$ cat src/rtl/axi4_arbiter_w.sv
// rtl/axi4_arbiter_w.sv - two-master AXI4 write-channel (AW/W/B) arbiter
//
// Purpose:
//   Shares one slave write port between masters s0 and s1. A master owns the
//   port for a complete write: AW handshake, every W beat up to WLAST, then the
//   B handshake. Only a one-hot grant is produced; the fabric's AW/W/B muxes
//   steer on m_WGRNT. Round-robin between the masters, s0 first after reset.
//
// Ports:
//   clk, rst_n            clock, asynchronous active-low reset
//   s0_AWVALID/WVALID/WLAST/BREADY   master0 write-channel handshake inputs
//   s1_AWVALID/WVALID/WLAST/BREADY   master1 write-channel handshake inputs
//   m_AWREADY/WREADY/BVALID          slave write-channel handshake inputs
//   m_WGRNT   [1:0]       grant {s1,s0}, one-hot or 2'b00
//   m_WBUSY               1 while a write is owned (state != IDLE)
//
// Configuration:
//   AXI4_ARB_W_PARK_EN    when defined, the grant parks on the last owner in
//                         IDLE and that master may restart with zero latency.

module axi4_arbiter_w (
    input  logic       clk,
    input  logic       rst_n,
    input  logic       s0_AWVALID,
    input  logic       s0_WVALID,
    input  logic       s0_WLAST,
    input  logic       s0_BREADY,
    input  logic       s1_AWVALID,
    input  logic       s1_WVALID,
    input  logic       s1_WLAST,
    input  logic       s1_BREADY,
    input  logic       m_AWREADY,
    input  logic       m_WREADY,
    input  logic       m_BVALID,
    output logic [1:0] m_WGRNT,
    output logic       m_WBUSY
);

    typedef enum logic [1:0] {
        IDLE = 2'd0,
        ADDR = 2'd1,
        DATA = 2'd2,
        RESP = 2'd3
    } state_e;

    state_e state_q, state_d;
    logic   owner_q, owner_d;      // 0 = s0, 1 = s1
    logic   rr_ptr_q, rr_ptr_d;    // master that wins a simultaneous request
    logic   w_done_q, w_done_d;    // last W beat already accepted ahead of AW

    logic   own_awvalid;
    logic   own_wvalid;
    logic   own_wlast;
    logic   own_bready;
    logic   aw_hs;
    logic   wl_hs;
    logic   b_hs;
    logic   any_req;
    logic   arb_pick;

    // Handshakes are qualified with the current owner's signals only; the
    // other master's channel is not steered to the slave and must be ignored.
    assign own_awvalid = owner_q ? s1_AWVALID : s0_AWVALID;
    assign own_wvalid  = owner_q ? s1_WVALID  : s0_WVALID;
    assign own_wlast   = owner_q ? s1_WLAST   : s0_WLAST;
    assign own_bready  = owner_q ? s1_BREADY  : s0_BREADY;

    assign aw_hs = own_awvalid & m_AWREADY;
    assign wl_hs = own_wvalid & own_wlast & m_WREADY;
    assign b_hs  = m_BVALID & own_bready;

    assign any_req  = s0_AWVALID | s1_AWVALID;
    // Sole requester wins outright; a tie goes to the round-robin pointer.
    assign arb_pick = (s0_AWVALID & s1_AWVALID) ? rr_ptr_q : s1_AWVALID;

    // State register
    always_ff @(posedge clk or negedge rst_n) begin
        if (!rst_n) begin
            state_q  <= IDLE;
            owner_q  <= 1'b0;
            rr_ptr_q <= 1'b0;
            w_done_q <= 1'b0;
        end else begin
            state_q  <= state_d;
            owner_q  <= owner_d;
            rr_ptr_q <= rr_ptr_d;
            w_done_q <= w_done_d;
        end
    end

    // Next-state logic
    always_comb begin
        state_d  = state_q;
        owner_d  = owner_q;
        rr_ptr_d = rr_ptr_q;
        w_done_d = w_done_q;

        case (state_q)
            IDLE: begin
`ifdef AXI4_ARB_W_PARK_EN
                // The parked master already sees the slave, so an AW accepted
                // here is real and skips ADDR entirely.
                if (aw_hs) begin
                    state_d = wl_hs ? RESP : DATA;
                end else if (any_req) begin
                    state_d = ADDR;
                    owner_d = arb_pick;
                end
`else
                if (any_req) begin
                    state_d = ADDR;
                    owner_d = arb_pick;
                end
`endif
            end

            ADDR: begin
                // W may lead AW; remember a completed burst so the response
                // phase follows straight after the address handshake.
                if (wl_hs) begin
                    w_done_d = 1'b1;
                end
                if (aw_hs) begin
                    state_d = (w_done_q | wl_hs) ? RESP : DATA;
                end
            end

            DATA: begin
                if (wl_hs) begin
                    state_d = RESP;
                end
            end

            RESP: begin
                if (b_hs) begin
                    state_d  = IDLE;
                    rr_ptr_d = ~owner_q;
                    w_done_d = 1'b0;
                end
            end

            default: begin
                state_d = IDLE;
            end
        endcase
    end

    // Output logic
    always_comb begin
        m_WGRNT = 2'b00;
        m_WBUSY = 1'b0;
        if (state_q != IDLE) begin
            m_WGRNT = {owner_q, ~owner_q};
            m_WBUSY = 1'b1;
        end else begin
`ifdef AXI4_ARB_W_PARK_EN
            m_WGRNT = {owner_q, ~owner_q};
`else
            m_WGRNT = 2'b00;
`endif
        end
    end

    // Grant must never select both masters.
    grant_onehot_a : assert property (@(posedge clk) disable iff (!rst_n)
        m_WGRNT != 2'b11);

endmodule

$ cat config.mk
export PLATFORM = sky130hd
export DESIGN_NAME = axi4_arbiter_w
export DESIGN_NICKNAME = d
export VERILOG_FILES = /design/src/rtl/axi4_arbiter_w.sv
export SDC_FILE = /design/constraint.sdc
export NUM_CORES = 1
export LEC_CHECK = 0
export CORE_AREA = 2 2 39 41
export CTS_CLUSTER_SIZE = 25
export DETAILED_ROUTE_END_ITERATION = 12
export DIE_AREA = 0 0 41 43
export PLACE_DENSITY = 0.58
export SLEW_MARGIN = 0
export SYNTH_ARGS = -nofsm -noshare
export SYNTH_HDL_FRONTEND = slang
export SYNTH_SLANG_ARGS = --single-unit
$ cat constraint.sdc
create_clock -name clk -period 5.55 [get_ports clk]
set_clock_uncertainty 0.2 [all_clocks]
set_input_delay 0.8325 -clock clk [delete_from_list [all_inputs] [get_ports clk]]
set_output_delay 0.8325 -clock clk [all_outputs]
set_load 0.005 [all_outputs]
==> results.ini, run 1 <==
[die]
die_area_mm2=0.00176
design.portCount=16
die_extent_in_x_um=41
core_region_area_mm2=0.00138
site_rows=14
die_height_um=43
floorplan.initialDensity_pct=27.8

[synthesis]
mappedNetlistNets=60
synth.ff_latch_count=5
ys_async_sr_fraction_pct=100
synthTopCellsByArea=sky130_fd_sc_hd__dfrtp_1, sky130_fd_sc_hd__ha_1, sky130_fd_sc_hd__nand2_1, sky130_fd_sc_hd__inv_1, sky130_fd_sc_hd__o2111ai_2
synth_compound_area_share_pct=22.8
synth_xor_xnor_area_share_pct=0
synth_simple_gate_area_share_pct=16.0
dominantRegCellSynth=sky130_fd_sc_hd__dfrtp_1
synth_warnings=0
synth_largest_type_area_fraction_pct=32.6
syn-cell-area_um2=384
synth_top_family_by_area=compound AO/OA/AOI/OAI gates
multiplexer_share_of_the_synthesized_area_pct=5.54
synth_cell_type_count=23
synth_edf_count=0
syn_avg_cell_area_um2=9.15
yosys.area_share.adder_pct=16.3
ys_top_cells_by_count=sky130_fd_sc_hd__dfrtp_1, sky130_fd_sc_hd__ha_1, sky130_fd_sc_hd__nand2_1
syn_inst=42
seq_area_frac_synth_pct=32.6
synth_top_area_cell=sky130_fd_sc_hd__dfrtp_1

[detailed_routing]
final_antenna_net_count=0
wl_um=859
vias_after_detailed_routing=363
drt-initial-drc-count=4
drt_first_pass_iters=5
route.detailed.vias_per_inst=4.78
detail_route.wl_per_cell_um=11.3
route.detailed.drc=0

[worst_setup_path]
path_max_fanout=5
crit_arrival_ns=1.62
r2r_end=state_q[1]$_DFFE_PN0P_
worstRegToRegCells=6
critPathSlowestCell=sky130_fd_sc_hd__clkdlybuf4s50_1
cp-start-kind=flop
worst_case_register_to_register_setup_slack_ns=3.63
worstSetupPathType=flop to primary output
crit_path_end_kind=primary output
timing.critical_path.cells=inv_1, ha_1, nor2b_1, clkdlybuf4s50_1
reg2reg_from=state_q[0]$_DFFE_PN0P_
critical_path_required_ns=4.52
max_stage_delay_ns=0.50

[worst_hold_path]
min-delay-path-class=flop to flop
worst_hold_path.endpoint=rr_ptr_q$_DFFE_PN0P_
worst_hold_path.num_cells=2
timing.hold.worst.start=rr_ptr_q$_DFFE_PN0P_

[pwr]
switchingPower_mw=0.104
logic_pwr_share_pct=56.7
ir_worst_vdd_mv=0.162
post-layout-total-power_mw=0.269
internal_power_mw=0.165
cellLeakagePower_nw=0.254
power-per-cell-area_mw_per_mm2=472
power.switching_fraction_pct=38.7
power_frac_seq_pct=28.1
power.share.clock_pct=15.2

[timing]
setup_viol=0
slew_headroom_pct=80.8
hold_viol_final=0
rsz0062_at_grt=no
max_slew.worst_pin.slew_ns=0.288
max_freq_mhz=378
setup_tns_ns=0
period_needed_ns=2.65
final_max_slew_viol_count=0
period_share_pct=47.7
min_hold_slack_ns=0.299

[final_layout]
final_layout_size_suffix_gt1_share_pct=8.33
finish.instance_area_um2=569
areaGrowthSynthToFinish_pct=48.2
fillCellCount=148
fin_nets=79
layout.area.seq_um2=125
area_of_the_multi_input_gates_um2=233
antennaDiodeCount=0

[clock_tree]
total_number_of_clock_tree_sinks=5
h-tree-depth=1
numCtsBuffers=3
cts.root.buffer_cell=sky130_fd_sc_hd__clkbuf_4
cells_resized_by_post_cts_repair=0
cts_hold_buffers=0
clock_slew_at_the_register_clock_pins_of_the_worst_setup_and_hold_paths_ns=0.04
worstSkewPairLatency_ns=0.24
post_cts_buffers=0
clockBufferDepth=2
cts_tree=yes

[grt]
antenna_found_initial=0
via_count_of_the_first_global_routing_pass=338
grt_max_degree=10
grt_overflow=0
wire_length_of_the_first_global_routing_pass_um=1340
groute.usage.overall_pct=11.3

[place]
dpl_cell_area_um2=543
dp_hpwl_um=697
buffer_ports.inserted=15
routabilityCongestion=0.777

[status]
run_status=finished, final reports clean

[run]
timing.max_cap.violations=0

==> flip-flops by register name, indices dropped and copies added, names as in the netlist <==
| name | count |
|---|---|
| w_done_q | 1 |
| rr_ptr_q | 1 |
| owner_q | 1 |
| state_q | 2 |
==> cell type report <==
| class | instances | share of cell area, % |
|---|---|---|
| Sequential cell | 5 | 22.0 |
| Inverter | 4 | 2.64 |
| Timing Repair Buffer | 15 | 26.4 |
| Clock buffer | 4 | 4.62 |
| Multi-Input combinational cell | 32 | 40.9 |
| Tap cell | 16 | 3.52 |
==> power by group through the flow <==
stage               clock network [mW]  registers [mW]  logic [mW]
finish                          0.0409          0.0756       0.152
global route                    0.0459          0.0785       0.172
CTS                             0.0426          0.0759       0.154
detailed placement                   0          0.0760       0.153
global placement                     0          0.0764       0.153
floorplan                            0          0.0652       0.114
==> logic make-up after synthesis <==
kind of cell / Yosys count
buffers and inverters: 5
adder cells (fa/ha/maj): 5
flip-flops: 5
multiplexers: 2
AND/OR/NAND/NOR: 13
AO/OA/AOI/OAI: 12
==> per-layer routing <==
layer / GRT usage [%] / wire length [um]
met1: 12.4 / 361
met2: 18.4 / 440
met3: 6.28 / 57
met4: 2.00 / 0
met5: 0 / 0
==> critical path, delay by kind of cell, from the launching register on <==
kind | cells | cell delay (ns)
buffers and inverters | 2 | 0.60
DFF | 1 | 0.40
adders and majority gates | 1 | 0.25
and+or+nand+nor | 1 | 0.13
==> how the worst max path moves through the flow <==
stage                                 startpoint          to  slack (ns)  depth (start not counted)
after floorplan           state_q[0]$_DFFE_PN0P_  m_WGRNT[1]        3.70                          3
after global routing      state_q[0]$_DFFE_PN0P_  m_WGRNT[1]        2.78                          4
after detailed placement  state_q[0]$_DFFE_PN0P_  m_WGRNT[1]        3.14                          4
after global placement    state_q[1]$_DFFE_PN0P_  m_WGRNT[1]        3.17                          4
final                     state_q[1]$_DFFE_PN0P_  m_WGRNT[1]        2.90                          4
after CTS                 state_q[0]$_DFFE_PN0P_  m_WGRNT[1]        2.88                          4
==> layout by cell type (no fill, tap or decap), drive strengths merged, types with 2 or more instances in the layout <==
| master | Yosys | routed |
|---|---|---|
| inv | 4 | 4 |
| nand2 | 5 | 5 |
| clkbuf | 0 | 4 |
| dfrtp | 5 | 5 |
| clkdlybuf4s50 | 0 | 15 |
| nor2 | 3 | 3 |
| ha | 5 | 5 |
| a21oi | 2 | 2 |
| o21ai | 4 | 4 |
==> stage by stage <==
stage,setup slack (ns),utilization [%],cells
6_report,2.90,41.1,76
3_3_place_gp,3.17,39.2,72
5_1_grt,2.78,41.1,76
2_1_floorplan,3.70,-,42
3_5_place_dp,3.14,39.2,72
4_1_cts,2.88,41.1,76
Power figures use the tool's default switching activity.
==> run 2, diff against run 1 <==
- PLACE_DENSITY: 0.58 -> 0.6
- clock period: 5.55 -> 2.35 ns (I/O delays scaled with it)
==> results.ini, run 2 (same netlist as run 1, synthesis figures left out) <==
[status]
run_status=finished, final reports clean

[worst_setup_path]
critPathBufInv=2
r2r_end=state_q[1]$_DFFE_PN0P_
worstSetupPathType=flop to primary output
worst_case_register_to_register_setup_slack_ns=0.43
crit_arrival_ns=1.61
worstRegToRegCells=6
path_max_fanout=5
max_stage_delay_ns=0.50
cp-start-kind=flop
cell_family_with_most_cp_delay=buffers and inverters
crit_path_end_kind=primary output
reg2reg_from=state_q[0]$_DFFE_PN0P_
timing.critical_path.cells=inv_1, ha_1, nor2b_1, clkdlybuf4s50_1
critical_path_required_ns=1.80
critPathSlowestCell=sky130_fd_sc_hd__clkdlybuf4s50_1

[clock_tree]
cts_tree=yes
h-tree-depth=1
numCtsBuffers=3
cts.root.buffer_cell=sky130_fd_sc_hd__clkbuf_4
cells_resized_by_post_cts_repair=0
clock_slew_at_the_register_clock_pins_of_the_worst_setup_and_hold_paths_ns=0.05
cts_hold_buffers=0
clockBufferDepth=2
post_cts_buffers=0
worstSkewPairLatency_ns=0.24
total_number_of_clock_tree_sinks=5

[die]
design.portCount=16
die_extent_in_x_um=41
die_height_um=43
site_rows=14
floorplan.initialDensity_pct=27.8
die_area_mm2=0.00176
core_region_area_mm2=0.00138

[timing]
setup_viol=0
setup_tns_ns=0
max_slew.worst_pin.slew_ns=0.271
period_share_pct=92.0
hold_viol_final=0
period_needed_ns=2.16
slew_headroom_pct=81.9
rsz0062_at_grt=no
final_max_slew_viol_count=0
max_freq_mhz=462

[place]
routabilityCongestion=0.708
dp_hpwl_um=712
place_inst=72
buffer_ports.inserted=15

[final_layout]
most-common-layout-cells=sky130_fd_sc_hd__clkdlybuf4s50_1, sky130_fd_sc_hd__nand2_1, sky130_fd_sc_hd__ha_1, sky130_fd_sc_hd__dfrtp_1, sky130_fd_sc_hd__inv_1
largest_register_ffs=2
areaGrowthSynthToFinish_pct=48.2
antennaDiodeCount=0
fin_nets=79
layout_commonest_cell=sky130_fd_sc_hd__clkdlybuf4s50_1
final_layout_size_suffix_gt1_share_pct=8.33
layout.cells.non_filler=76
largest-register=state_q

[detailed_routing]
route.detailed.drc=0
drt-initial-drc-count=4
final_antenna_net_count=0
met2_wirelength_um=454
vias_after_detailed_routing=361
top_routing_layer_used=met3
drt_first_pass_iters=4
route.layer.met1.wl_um=401
route.detailed.vias_per_inst=4.75
route.met3.wl_um=34
wl_um=890
detail_route.wl_per_cell_um=11.7

[grt]
grt_max_degree=10
via_count_of_the_first_global_routing_pass=353
antenna_found_initial=0
wire_length_of_the_first_global_routing_pass_um=1440
groute.usage.overall_pct=12.3
grt_overflow=0

[pwr]
ir_worst_vdd_mv=0.437
power-per-cell-area_mw_per_mm2=1130
cellLeakagePower_nw=0.254
post-layout-total-power_mw=0.645

[run]
timing.max_cap.violations=0

[worst_hold_path]
min-delay-path-class=input port to async pin

[run 2: cell counts in the layout (fill, tap and decap cells not counted)]
Identical to the previous run, type by type.
[run 2: worst register-to-register path, stage by stage (launching register included)]
cell and delay, ns:
sky130_fd_sc_hd__dfrtp_1 0.40, sky130_fd_sc_hd__inv_1 0.15, sky130_fd_sc_hd__ha_1 0.25, sky130_fd_sc_hd__inv_1 0.07, sky130_fd_sc_hd__a2bb2oi_1 0.15, sky130_fd_sc_hd__o2111ai_2 0.23, sky130_fd_sc_hd__mux2_1 0.35
[run 2: cell type report]
type	count	area, um^2
multi-input cells	32	233
clock buffers	4	26.3
inverters	4	15.0
repair buffers	15	150
flip-flops and latches	5	125
well taps	16	20.0
fillers	142	815
[run 2: metrics by stage]
| step | setup WS (ns) | area (um^2) | utilization (%) | hold WS (ns) |
|---|---|---|---|---|
| after global routing | 0.0837 | 569 | 41.1 | 0.158 |
| after global placement | 0.460 | 543 | 39.2 | 0.290 |
| final | 0.187 | 569 | 41.1 | 0.142 |
| after detailed placement | 0.447 | 543 | 39.2 | 0.308 |
| after CTS | 0.178 | 569 | 41.1 | 0.148 |
| after floorplan | 0.558 | 384 | - | -0.143 |
[run 2: how the worst max path moves through the flow]
stage,cells after the start,end,slack (ns),from
finish,4,m_WGRNT[1],0.19,state_q[0]$_DFFE_PN0P_
global route,4,m_WGRNT[1],0.08,state_q[0]$_DFFE_PN0P_
CTS,4,m_WGRNT[1],0.18,state_q[1]$_DFFE_PN0P_
detailed placement,4,m_WGRNT[1],0.45,state_q[1]$_DFFE_PN0P_
global placement,4,m_WGRNT[0],0.46,state_q[1]$_DFFE_PN0P_
floorplan,6,state_q[1]$_DFFE_PN0P_,0.56,state_q[0]$_DFFE_PN0P_
[run 2: power breakdown]
part	internal, mW	leakage (nW)	switching, mW
Clock	0.0644	0.0150	0.0383
Sequential	0.129	0.0573	0.0483
Combinational	0.198	0.182	0.167
[run 2: metal layers]
layer  track usage [%]  up-vias
met2              20.6       10
met5                 0        -
met4              6.00        0
li1                  -      185
met3              4.71        0
met1              12.3      166
